<file path="config.mk">
export PLATFORM = sky130hd
export DESIGN_NAME = uart_rx_ctrl_flat
export DESIGN_NICKNAME = d
export VERILOG_FILES = /design/src/rtl/uart_rx_ctrl_if.sv /design/src/rtl/uart_rx_ctrl.sv /design/src/flat_wrapper.sv
export SDC_FILE = /design/constraint.sdc
export NUM_CORES = 1
export LEC_CHECK = 0
export CAP_MARGIN = 10
export CORE_UTILIZATION = 52
export DETAILED_ROUTE_END_ITERATION = 8
export GPL_ROUTABILITY_DRIVEN = 0
export PLACE_DENSITY = 0.85
export SYNTH_ARGS = -nofsm -noshare
export SYNTH_HDL_FRONTEND = slang
export SYNTH_SLANG_ARGS = --single-unit
</file>
<file path="constraint.sdc">
create_clock -name clk -period 3 [get_ports clk]
set_input_delay 0.3 -clock clk [delete_from_list [all_inputs] [get_ports clk]]
set_output_delay 0.3 -clock clk [all_outputs]
set_load 0.02 [all_outputs]
</file>
<file path="src/rtl/uart_rx_ctrl_if.sv">
// uart_rx_ctrl_if: bundles the config, UART_RX engine and host FIFO signals of uart_rx_ctrl
//   config : cfg_we, cfg_din -> cfg, eight, pen, ohel, rate
//   engine : rxrdy, perr, ferr, ovf, rx_dout -> read
//   host   : pop, clr -> dout, empty, full, count, drop, err_cnt
interface uart_rx_ctrl_if #(parameter int AW = 3);
  logic cfg_we;
  logic [6:0] cfg_din;
  logic [6:0] cfg;
  logic eight;
  logic pen;
  logic ohel;
  logic [18:0] rate;
  logic rxrdy;
  logic perr;
  logic ferr;
  logic ovf;
  logic [7:0] rx_dout;
  logic read;
  logic pop;
  logic [10:0] dout;
  logic empty;
  logic full;
  logic [AW:0] count;
  logic drop;
  logic [7:0] err_cnt;
  logic clr;
  modport master (
    output cfg_we, cfg_din, rxrdy, perr, ferr, ovf, rx_dout, pop, clr,
    input cfg, eight, pen, ohel, rate, read, dout, empty, full, count, drop, err_cnt
  );
  modport slave (
    input cfg_we, cfg_din, rxrdy, perr, ferr, ovf, rx_dout, pop, clr,
    output cfg, eight, pen, ohel, rate, read, dout, empty, full, count, drop, err_cnt
  );
endinterface

</file>
<file path="src/rtl/uart_rx_ctrl.sv">
// uart_rx_ctrl: sequences UART_RX reads into a show-ahead FIFO and holds the RX config
//   clk, rst : clock, asynchronous active-high reset
//   bus      : uart_rx_ctrl_if.slave (config register, engine handshake, host FIFO port)
module uart_rx_ctrl #(
  parameter int CLK_HZ = 100_000_000,
  parameter int AW = 3
) (
  input logic clk,
  input logic rst,
  uart_rx_ctrl_if.slave bus
);
  localparam int DEPTH = 2**AW;
  localparam logic [18:0] RATE [16] = '{
    19'(CLK_HZ/300-1), 19'(CLK_HZ/1200-1), 19'(CLK_HZ/2400-1), 19'(CLK_HZ/4800-1),
    19'(CLK_HZ/9600-1), 19'(CLK_HZ/19200-1), 19'(CLK_HZ/38400-1), 19'(CLK_HZ/57600-1),
    19'(CLK_HZ/115200-1), 19'(CLK_HZ/230400-1), 19'(CLK_HZ/460800-1), 19'(CLK_HZ/921600-1),
    19'(CLK_HZ/115200-1), 19'(CLK_HZ/115200-1), 19'(CLK_HZ/115200-1), 19'(CLK_HZ/115200-1)
  };
  typedef enum logic [1:0] {IDLE, READ, WAIT} state_t;
  state_t state, state_n;
  logic [6:0] cfg;
  logic [18:0] rate;
  logic read;
  logic [10:0] mem [DEPTH];
  logic [AW-1:0] wr_ptr, rd_ptr;
  logic [AW:0] count;
  logic drop;
  logic [7:0] err_cnt;
  logic [10:0] entry;
  logic full, push, do_push, do_pop;
  assign entry = {bus.ferr, bus.perr, bus.ovf, bus.rx_dout};
  assign full = count == (AW+1)'(DEPTH);
  // a config write discards the entry being captured that cycle
  assign push = state == READ && !bus.cfg_we;
  assign do_pop = bus.pop && count != '0;
  // a same-cycle pop frees the slot a full FIFO needs
  assign do_push = push && (!full || do_pop);
  always_comb begin
    state_n = bus.cfg_we ? IDLE :
              state == IDLE ? (bus.rxrdy ? READ : IDLE) :
              state == READ ? WAIT :
              bus.rxrdy ? WAIT : IDLE;
  end
  always_ff @(posedge clk or posedge rst) begin
    if (rst) begin
      state <= IDLE;
      read <= 1'b0;
      cfg <= 7'b1000_001;
      rate <= RATE[8];
      wr_ptr <= '0;
      rd_ptr <= '0;
      count <= '0;
      drop <= 1'b0;
      err_cnt <= '0;
    end else begin
      state <= state_n;
      read <= state_n == READ;
      rate <= RATE[cfg[6:3]];
      if (bus.cfg_we) begin
        cfg <= bus.cfg_din;
        wr_ptr <= '0;
        rd_ptr <= '0;
        count <= '0;
      end else begin
        wr_ptr <= wr_ptr + AW'(do_push);
        rd_ptr <= rd_ptr + AW'(do_pop);
        count <= count + (AW+1)'(do_push) - (AW+1)'(do_pop);
      end
      drop <= !bus.clr && (drop || (push && !do_push));
      err_cnt <= bus.clr ? '0 :
                 (push && |entry[10:8] && err_cnt != 8'hFF) ? err_cnt + 8'd1 : err_cnt;
    end
  end
  always_ff @(posedge clk) begin
    if (do_push) mem[wr_ptr] <= entry;
  end
  assign bus.cfg = cfg;
  assign bus.eight = cfg[0];
  assign bus.pen = cfg[1];
  assign bus.ohel = cfg[2];
  assign bus.rate = rate;
  assign bus.read = read;
  assign bus.dout = count == '0 ? '0 : mem[rd_ptr];
  assign bus.empty = count == '0;
  assign bus.full = full;
  assign bus.count = count;
  assign bus.drop = drop;
  assign bus.err_cnt = err_cnt;
endmodule
</file>
<file path="src/flat_wrapper.sv">
// flat-port wrapper written by rule: the top's interface ports become plain ports
module uart_rx_ctrl_flat 
#(
  parameter int CLK_HZ = 100_000_000,
  parameter int AW = 3
)
  (clk, rst, bus_cfg_we, bus_cfg_din, bus_rxrdy, bus_perr, bus_ferr, bus_ovf, bus_rx_dout, bus_pop, bus_clr, bus_cfg, bus_eight, bus_pen, bus_ohel, bus_rate, bus_read, bus_dout, bus_empty, bus_full, bus_count, bus_drop, bus_err_cnt);
  uart_rx_ctrl_if #(.AW(AW)) bus_i ();
  input logic clk;
  input logic rst;
  input wire logic [$bits(bus_i.cfg_we)-1:0] bus_cfg_we;
  input wire logic [$bits(bus_i.cfg_din)-1:0] bus_cfg_din;
  input wire logic [$bits(bus_i.rxrdy)-1:0] bus_rxrdy;
  input wire logic [$bits(bus_i.perr)-1:0] bus_perr;
  input wire logic [$bits(bus_i.ferr)-1:0] bus_ferr;
  input wire logic [$bits(bus_i.ovf)-1:0] bus_ovf;
  input wire logic [$bits(bus_i.rx_dout)-1:0] bus_rx_dout;
  input wire logic [$bits(bus_i.pop)-1:0] bus_pop;
  input wire logic [$bits(bus_i.clr)-1:0] bus_clr;
  output wire logic [$bits(bus_i.cfg)-1:0] bus_cfg;
  output wire logic [$bits(bus_i.eight)-1:0] bus_eight;
  output wire logic [$bits(bus_i.pen)-1:0] bus_pen;
  output wire logic [$bits(bus_i.ohel)-1:0] bus_ohel;
  output wire logic [$bits(bus_i.rate)-1:0] bus_rate;
  output wire logic [$bits(bus_i.read)-1:0] bus_read;
  output wire logic [$bits(bus_i.dout)-1:0] bus_dout;
  output wire logic [$bits(bus_i.empty)-1:0] bus_empty;
  output wire logic [$bits(bus_i.full)-1:0] bus_full;
  output wire logic [$bits(bus_i.count)-1:0] bus_count;
  output wire logic [$bits(bus_i.drop)-1:0] bus_drop;
  output wire logic [$bits(bus_i.err_cnt)-1:0] bus_err_cnt;
  assign bus_i.cfg_we = bus_cfg_we;
  assign bus_i.cfg_din = bus_cfg_din;
  assign bus_i.rxrdy = bus_rxrdy;
  assign bus_i.perr = bus_perr;
  assign bus_i.ferr = bus_ferr;
  assign bus_i.ovf = bus_ovf;
  assign bus_i.rx_dout = bus_rx_dout;
  assign bus_i.pop = bus_pop;
  assign bus_i.clr = bus_clr;
  assign bus_cfg = bus_i.cfg;
  assign bus_eight = bus_i.eight;
  assign bus_pen = bus_i.pen;
  assign bus_ohel = bus_i.ohel;
  assign bus_rate = bus_i.rate;
  assign bus_read = bus_i.read;
  assign bus_dout = bus_i.dout;
  assign bus_empty = bus_i.empty;
  assign bus_full = bus_i.full;
  assign bus_count = bus_i.count;
  assign bus_drop = bus_i.drop;
  assign bus_err_cnt = bus_i.err_cnt;
  uart_rx_ctrl #(.CLK_HZ(CLK_HZ), .AW(AW)) u_core (.clk(clk), .rst(rst), .bus(bus_i));
endmodule
</file>
# Word level (Yosys, flattened, before mapping)

Memory sizes are Yosys's and may differ from the RTL's. A register that Yosys moved wholly into a read port is not among the register bits.
Cells that the tools add are included.

$add $sub $neg: 5
Equality and inequality tests: 4
Muxes and demuxes: 13
Bitwise logic cells: 1
Reduce and logical (&&, ||, !) cells: 18

Operator list:

| kind                | number |
|---|---|
| $mux 8              | 2 |
| $mux 11             | 1 |
| $add 8x1->8 const B | 1 |
| $mux 2              | 4 |
| $ne 8x8->1 const B  | 1 |
| $logic_and 1x1->1   | 7 |
| $add 3x1->3         | 2 |
| $mux 3              | 2 |
| $not 4->5           | 1 |
| $add 4x1->4         | 1 |
| $eq 2x1->1 const B  | 2 |
| $eq 4x4->1 const B  | 1 |
| $logic_not 1->1     | 4 |
| $logic_not 4->1     | 1 |
| $mux 4              | 1 |
| $reduce_bool 4->1   | 1 |
| $sub 4x1->4         | 1 |
| $mux 1              | 3 |
| $reduce_or 3->1     | 1 |
| $logic_not 2->1     | 1 |
| $logic_or 1x1->1    | 2 |
| $reduce_bool 2->1   | 1 |

Bits in registers: 29
RAM bits: 88
Memory bits (read-only): 304
Input port bits: 24
Logic and storage cells: 51
Memories kept: 2

Memories:

| memory          | depth | bits a word | rd ports | clocked after Yosys merged registers in | wr ports | RTL line           | text |
|---|---|---|---|---|---|---|---|
| (no name shown) | 16    | 19          | 1        | 1                                       | 0        | uart_rx_ctrl.sv:58 | `rate <= RATE[cfg[6:3]];` |
| u_core.mem      | 8     | 11          | 1        | 0                                       | 1        | uart_rx_ctrl.sv:24 | `logic [10:0] mem [DEPTH];` |

# Longest topological paths before layout

Depth after elaboration: 8
Depth in mapped cells: 11

# Worst setup path after synthesis

Ideal clock, no wire load.

Path type: reg2reg
From: register u_core.count[2] (netlist: u_core.bus.count[2])
To: memory u_core.mem[0][0], enable pin
Setup time: 0.393 ns
Data arrival time: 2.086 ns
Slack: 0.520 ns
Cell stages (with the launch flop): 7
Buffers on the path: 0
Period minus slack after synthesis: 2.480 ns
Cell sequence: dfrtp_1 -> inv_1 -> ha_1 -> nor3b_1 -> a21boi_2 -> nand2b_1 -> nor3_1

Word-level cells in the longest chain between the ends: 6
Elaborated cells between the ends (all ways): 8
Those cells by class: eq/ne (1); mux (2); reduce/logical (5)

Ends and longest elaborated chain:

| item                         | RTL line           | text |
|---|---|---|
| start: declaration           | uart_rx_ctrl.sv:26 | `logic [AW:0] count;` |
| start signal: assignment     | uart_rx_ctrl.sv:67 | `count <= count + (AW+1)'(do_push) - (AW+1)'(do_pop);` |
| $eq 4x4->1                   | uart_rx_ctrl.sv:32 | `assign full = count == (AW+1)'(DEPTH);` |
| net bus_full                 | flat_wrapper.sv:28 | `output wire logic [$bits(bus_i.full)-1:0] bus_full;` |
| $logic_not 1->1              | uart_rx_ctrl.sv:37 | `assign do_push = push && (!full \|\| do_pop);` |
| $logic_or 1x1->1             | uart_rx_ctrl.sv:37 |  |
| $logic_and 1x1->1            | uart_rx_ctrl.sv:37 |  |
| $mux 1                       | uart_rx_ctrl.sv:75 | `if (do_push) mem[wr_ptr] <= entry;` |
| $mux 1 (implied by the code) | uart_rx_ctrl.sv:75 |  |
| end: declaration             | uart_rx_ctrl.sv:24 |  |

The timed path passes the listed nets, and every way through them passes these cells.

# Worst setup path in the final report

From: register u_core.rd_ptr[0]
To: output bus_dout[4]

Word-level cells in the longest chain between the ends: 2

Ends and longest elaborated chain:

| item                     | RTL line           | text |
|---|---|---|
| start: declaration       | uart_rx_ctrl.sv:25 | `logic [AW-1:0] wr_ptr, rd_ptr;` |
| start signal: assignment | uart_rx_ctrl.sv:66 | `rd_ptr <= rd_ptr + AW'(do_pop);` |
| $mem_v2 8x11             | -                  |  |
| $mux 11                  | uart_rx_ctrl.sv:83 | `assign bus.dout = count == '0 ? '0 : mem[rd_ptr];` |
| end: declaration         | flat_wrapper.sv:26 | `output wire logic [$bits(bus_i.dout)-1:0] bus_dout;` |

No other way between the ends.

==> impl_metrics.yaml <==
layout:
  final_core_util_pct: 69.5
  final_common_cell: "edfxtp_1"
  drive_gt1_share_pct: 18.4
  final_area_mm2: 0.00721
  multi_input_area_mm2: 0.00163
  register_area_mm2: 0.00383
  insertedDiodeCount: 0
  mostFrequentLayoutCells: "edfxtp_1 (88), clkdlybuf4s50_1 (78), dfrtp_1 (39), nor2_1 (37), mux4_2 (22)"
  n_fill_cell: 704
  area_growth_pct: 28.8
  fin_nets: 487
synthesis:
  yosys_warnings: 0
  syn-cell-area_mm2: 0.00560
  synth_xor_area_share_pct: 1.25
  muxShareOfSynthArea_pct: 12.3
  synth_top_area_share_pct: 47.2
  synth_edf_count: 88
  synth_area_leaders: "edfxtp_1 (47%), dfrtp_1 (17%), mux4_2 (8.8%)"
  synth-compound-area-share_pct: 4.04
  syn_inst: 355
  syn_avg_cell_area_um2: 15.8
  syn_nets: 394
  synth.ff_latch_count: 135
  yosysTopAreaCell: "edfxtp_1"
  async_flop_share_pct: 34.8
  synth.distinct_cells: 45
  yosys.area_share.simple_pct: 7.89
  synth_top_family_by_area: "multiplexers"
  ys.flop_type: "edfxtp_1"
  ys_seq_area_share_pct: 68.4
  synth_fa_ha_area_share_pct: 3.49
power:
  p_leak_nw: 2.66
  ir_drop_mv: 0.492
  p_per_area_mw_per_mm2: 800
route:
  wl_per_cell_um: 19.1
  detail-route-antenna-nets: 0
  drt_pass1_iterations: 4
  routed_via_density: 5.55
  drt-total-wl_um: 11400
  dr.max_layer_used: "met4"
  met2WireLength_um: 5750
  drtIter0Drc: 131
  met1_length_um: 4750
  drc_errors: 0
  vias: 3316
  wl_met3_um: 732
critical_path:
  critical_path.endpoint: "bus_dout[4]"
  reg2reg_to: "u_core.bus.count[2]"
  cp_max_fo: 23
  path_class: "reg -> out"
  worstSetupStartpoint: "u_core.rd_ptr[0]"
  r2r_setup_slack_ns: 0.51
  start_kind: "register"
  worstPathRequired_ns: 2.70
  endpoint_kind: "output port"
  reg2regPathDepth: 10
  arrival_ns: 2.53
  r2r_start: "u_core.bus.count[2]"
run_status:
  status: "complete, no violations"
sta:
  post-route-period-util_pct: 94.4
  period_needed_ns: 2.83
  rsz0062_at_grt: "false"
  setup_ws_ns: 0.169
  hold_viol_final: 0
  slew-limit-headroom_pct: 35.5
  whs_ns: 0.323
  maxSlewViolCount: 0
  worst_clock_skew_ns: 0.00991
  tns_ns: 0
  tightest_slew_ns: 0.967
  setup_viol: 0
  fmax_mhz: 353
global_route:
  grt_antenna_before_repair: 0
  grt_pass1_vias: 3543
  grt_start_max_net_pins: 48
  grt_pass1_wl_um: 18600
  track_usage_pct: 22.7
  overflow: 0
clocking:
  numCtsBuffers: 17
  clockBufferDepth: 2
  h-tree-depth: 4
  postCtsHoldBufs: 0
  cts_tree: "yes"
  cts_root_buffer: "clkbuf_8"
  clk_pin_slew_ns: 0.06
  clock-sinks: 135
  clk_latency_ns: 0.52
flow_run:
  drv_cap: 0
floorplan:
  die-area_mm2: 0.0112
  row_count: 37
  die_x_um: 106
  initial_core_util_pct: 54.0
  io_pins: 80
  core_area_mm2: 0.0104
  die_h_um: 106
place:
  dp_hpwl_um: 7060
  preCtsSetupSlack_ns: 0.591
  placed_cell_area_mm2: 0.00657
  io_buffer_count: 78
min_path:
  holdCritPathClass: "in -> async"
## flip-flops by register name, indices dropped and copies added, names as in the netlist
signal / cells
u_core.wr_ptr: 3
u_core.bus.count: 4
u_core.bus.read: 1
u_core.bus.cfg: 7
u_core.mem: 88
u_core.bus.drop: 1
u_core.state: 2
u_core.rd_ptr: 3
u_core.bus.err_cnt: 8
u_core.bus.rate: 18
## power by group
part	total (mW)	switching, mW	internal [mW]
clock	2.23	0.782	1.44
combinational	1.40	0.714	0.688
sequential	2.14	0.0627	2.08
total	5.77	1.56	4.21
## critical path, cell delays in order (launching register included)
cell and delay (ns):
dfrtp_1 0.34, buf_6 0.30, mux4_2 0.56, mux2i_1 0.21
nor2_1 0.07, clkdlybuf4s50_1 0.53
## routing by layer
metal  vias up  global-route usage, %
li1       1499                      -
met1      1683                   28.2
met2       119                   37.2
met3        15                   6.56
met4         0                   9.72
met5         -                      0
## cell families after synthesis
group / Yosys count
flops: 135
simple gates: 91
mux: 41
compound gates: 34
buf+inv: 30
fa+ha+maj: 15
xor+xnor: 8
other cells: 1
## how the worst min path moves through the flow
stage | from | cells after the start | end | slack [ns]
after floorplan | bus_rx_dout[0] | 0 | u_core.mem[0][0] | 0.40
after detailed placement | u_core.state[0] | 1 | u_core.bus.read | 0.48
after global routing | bus_cfg_din[5] | 3 | u_core.bus.cfg[5] | 0.37
after CTS | bus_cfg_din[6] | 3 | u_core.bus.cfg[6] | 0.30
final | rst | 2 | u_core.bus.err_cnt[0] | 0.32
after global placement | u_core.state[0] | 1 | u_core.state[0] | 0.47
## timing repair
item / in CTS / in global routing
endpoints found under the hold margin: 0 / 0
setup endpoints to repair: 0 / 5
buffers inserted: 0 / 0
gates resized for setup: 0 / 1
## stage by stage
| stage | std cells | power, mW |
|---|---|---|
| after floorplan | 355 | 3.04 |
| after global placement | 565 | 3.52 |
| after detailed placement | 565 | 3.57 |
| after CTS | 597 | 5.82 |
| after global routing | 597 | 5.99 |
| final | 597 | 5.77 |
## layout make-up
type                    count  share of cell area [%]
clock inverters            14                    3.12
well taps                 136                    2.36
multi-input cells         190                    22.6
repair buffers             93                    12.4
clock buffers              18                    5.79
inverters                  11                   0.573
flip-flops and latches    135                    53.1
## cell usage after synthesis, drive strengths merged, types with 2 or more instances
master / n
a31oi: 2
nor2: 37
mux4: 22
nor4b: 2
xnor2: 6
nand3: 3
a21o: 2
and2: 2
dfstp: 8
nor3b: 3
nand2b: 7
clkbuf: 7
nand2: 19
mux2: 3
a21oi: 7
mux2i: 16
inv: 10
ha: 14
nor3: 5
o21bai: 2
nand4: 2
o21ai: 13
nor2b: 6
edfxtp: 88
buf: 12
xor2: 2
dfrtp: 39
or3: 3
Note: power is estimated with default switching activity, not from simulation.
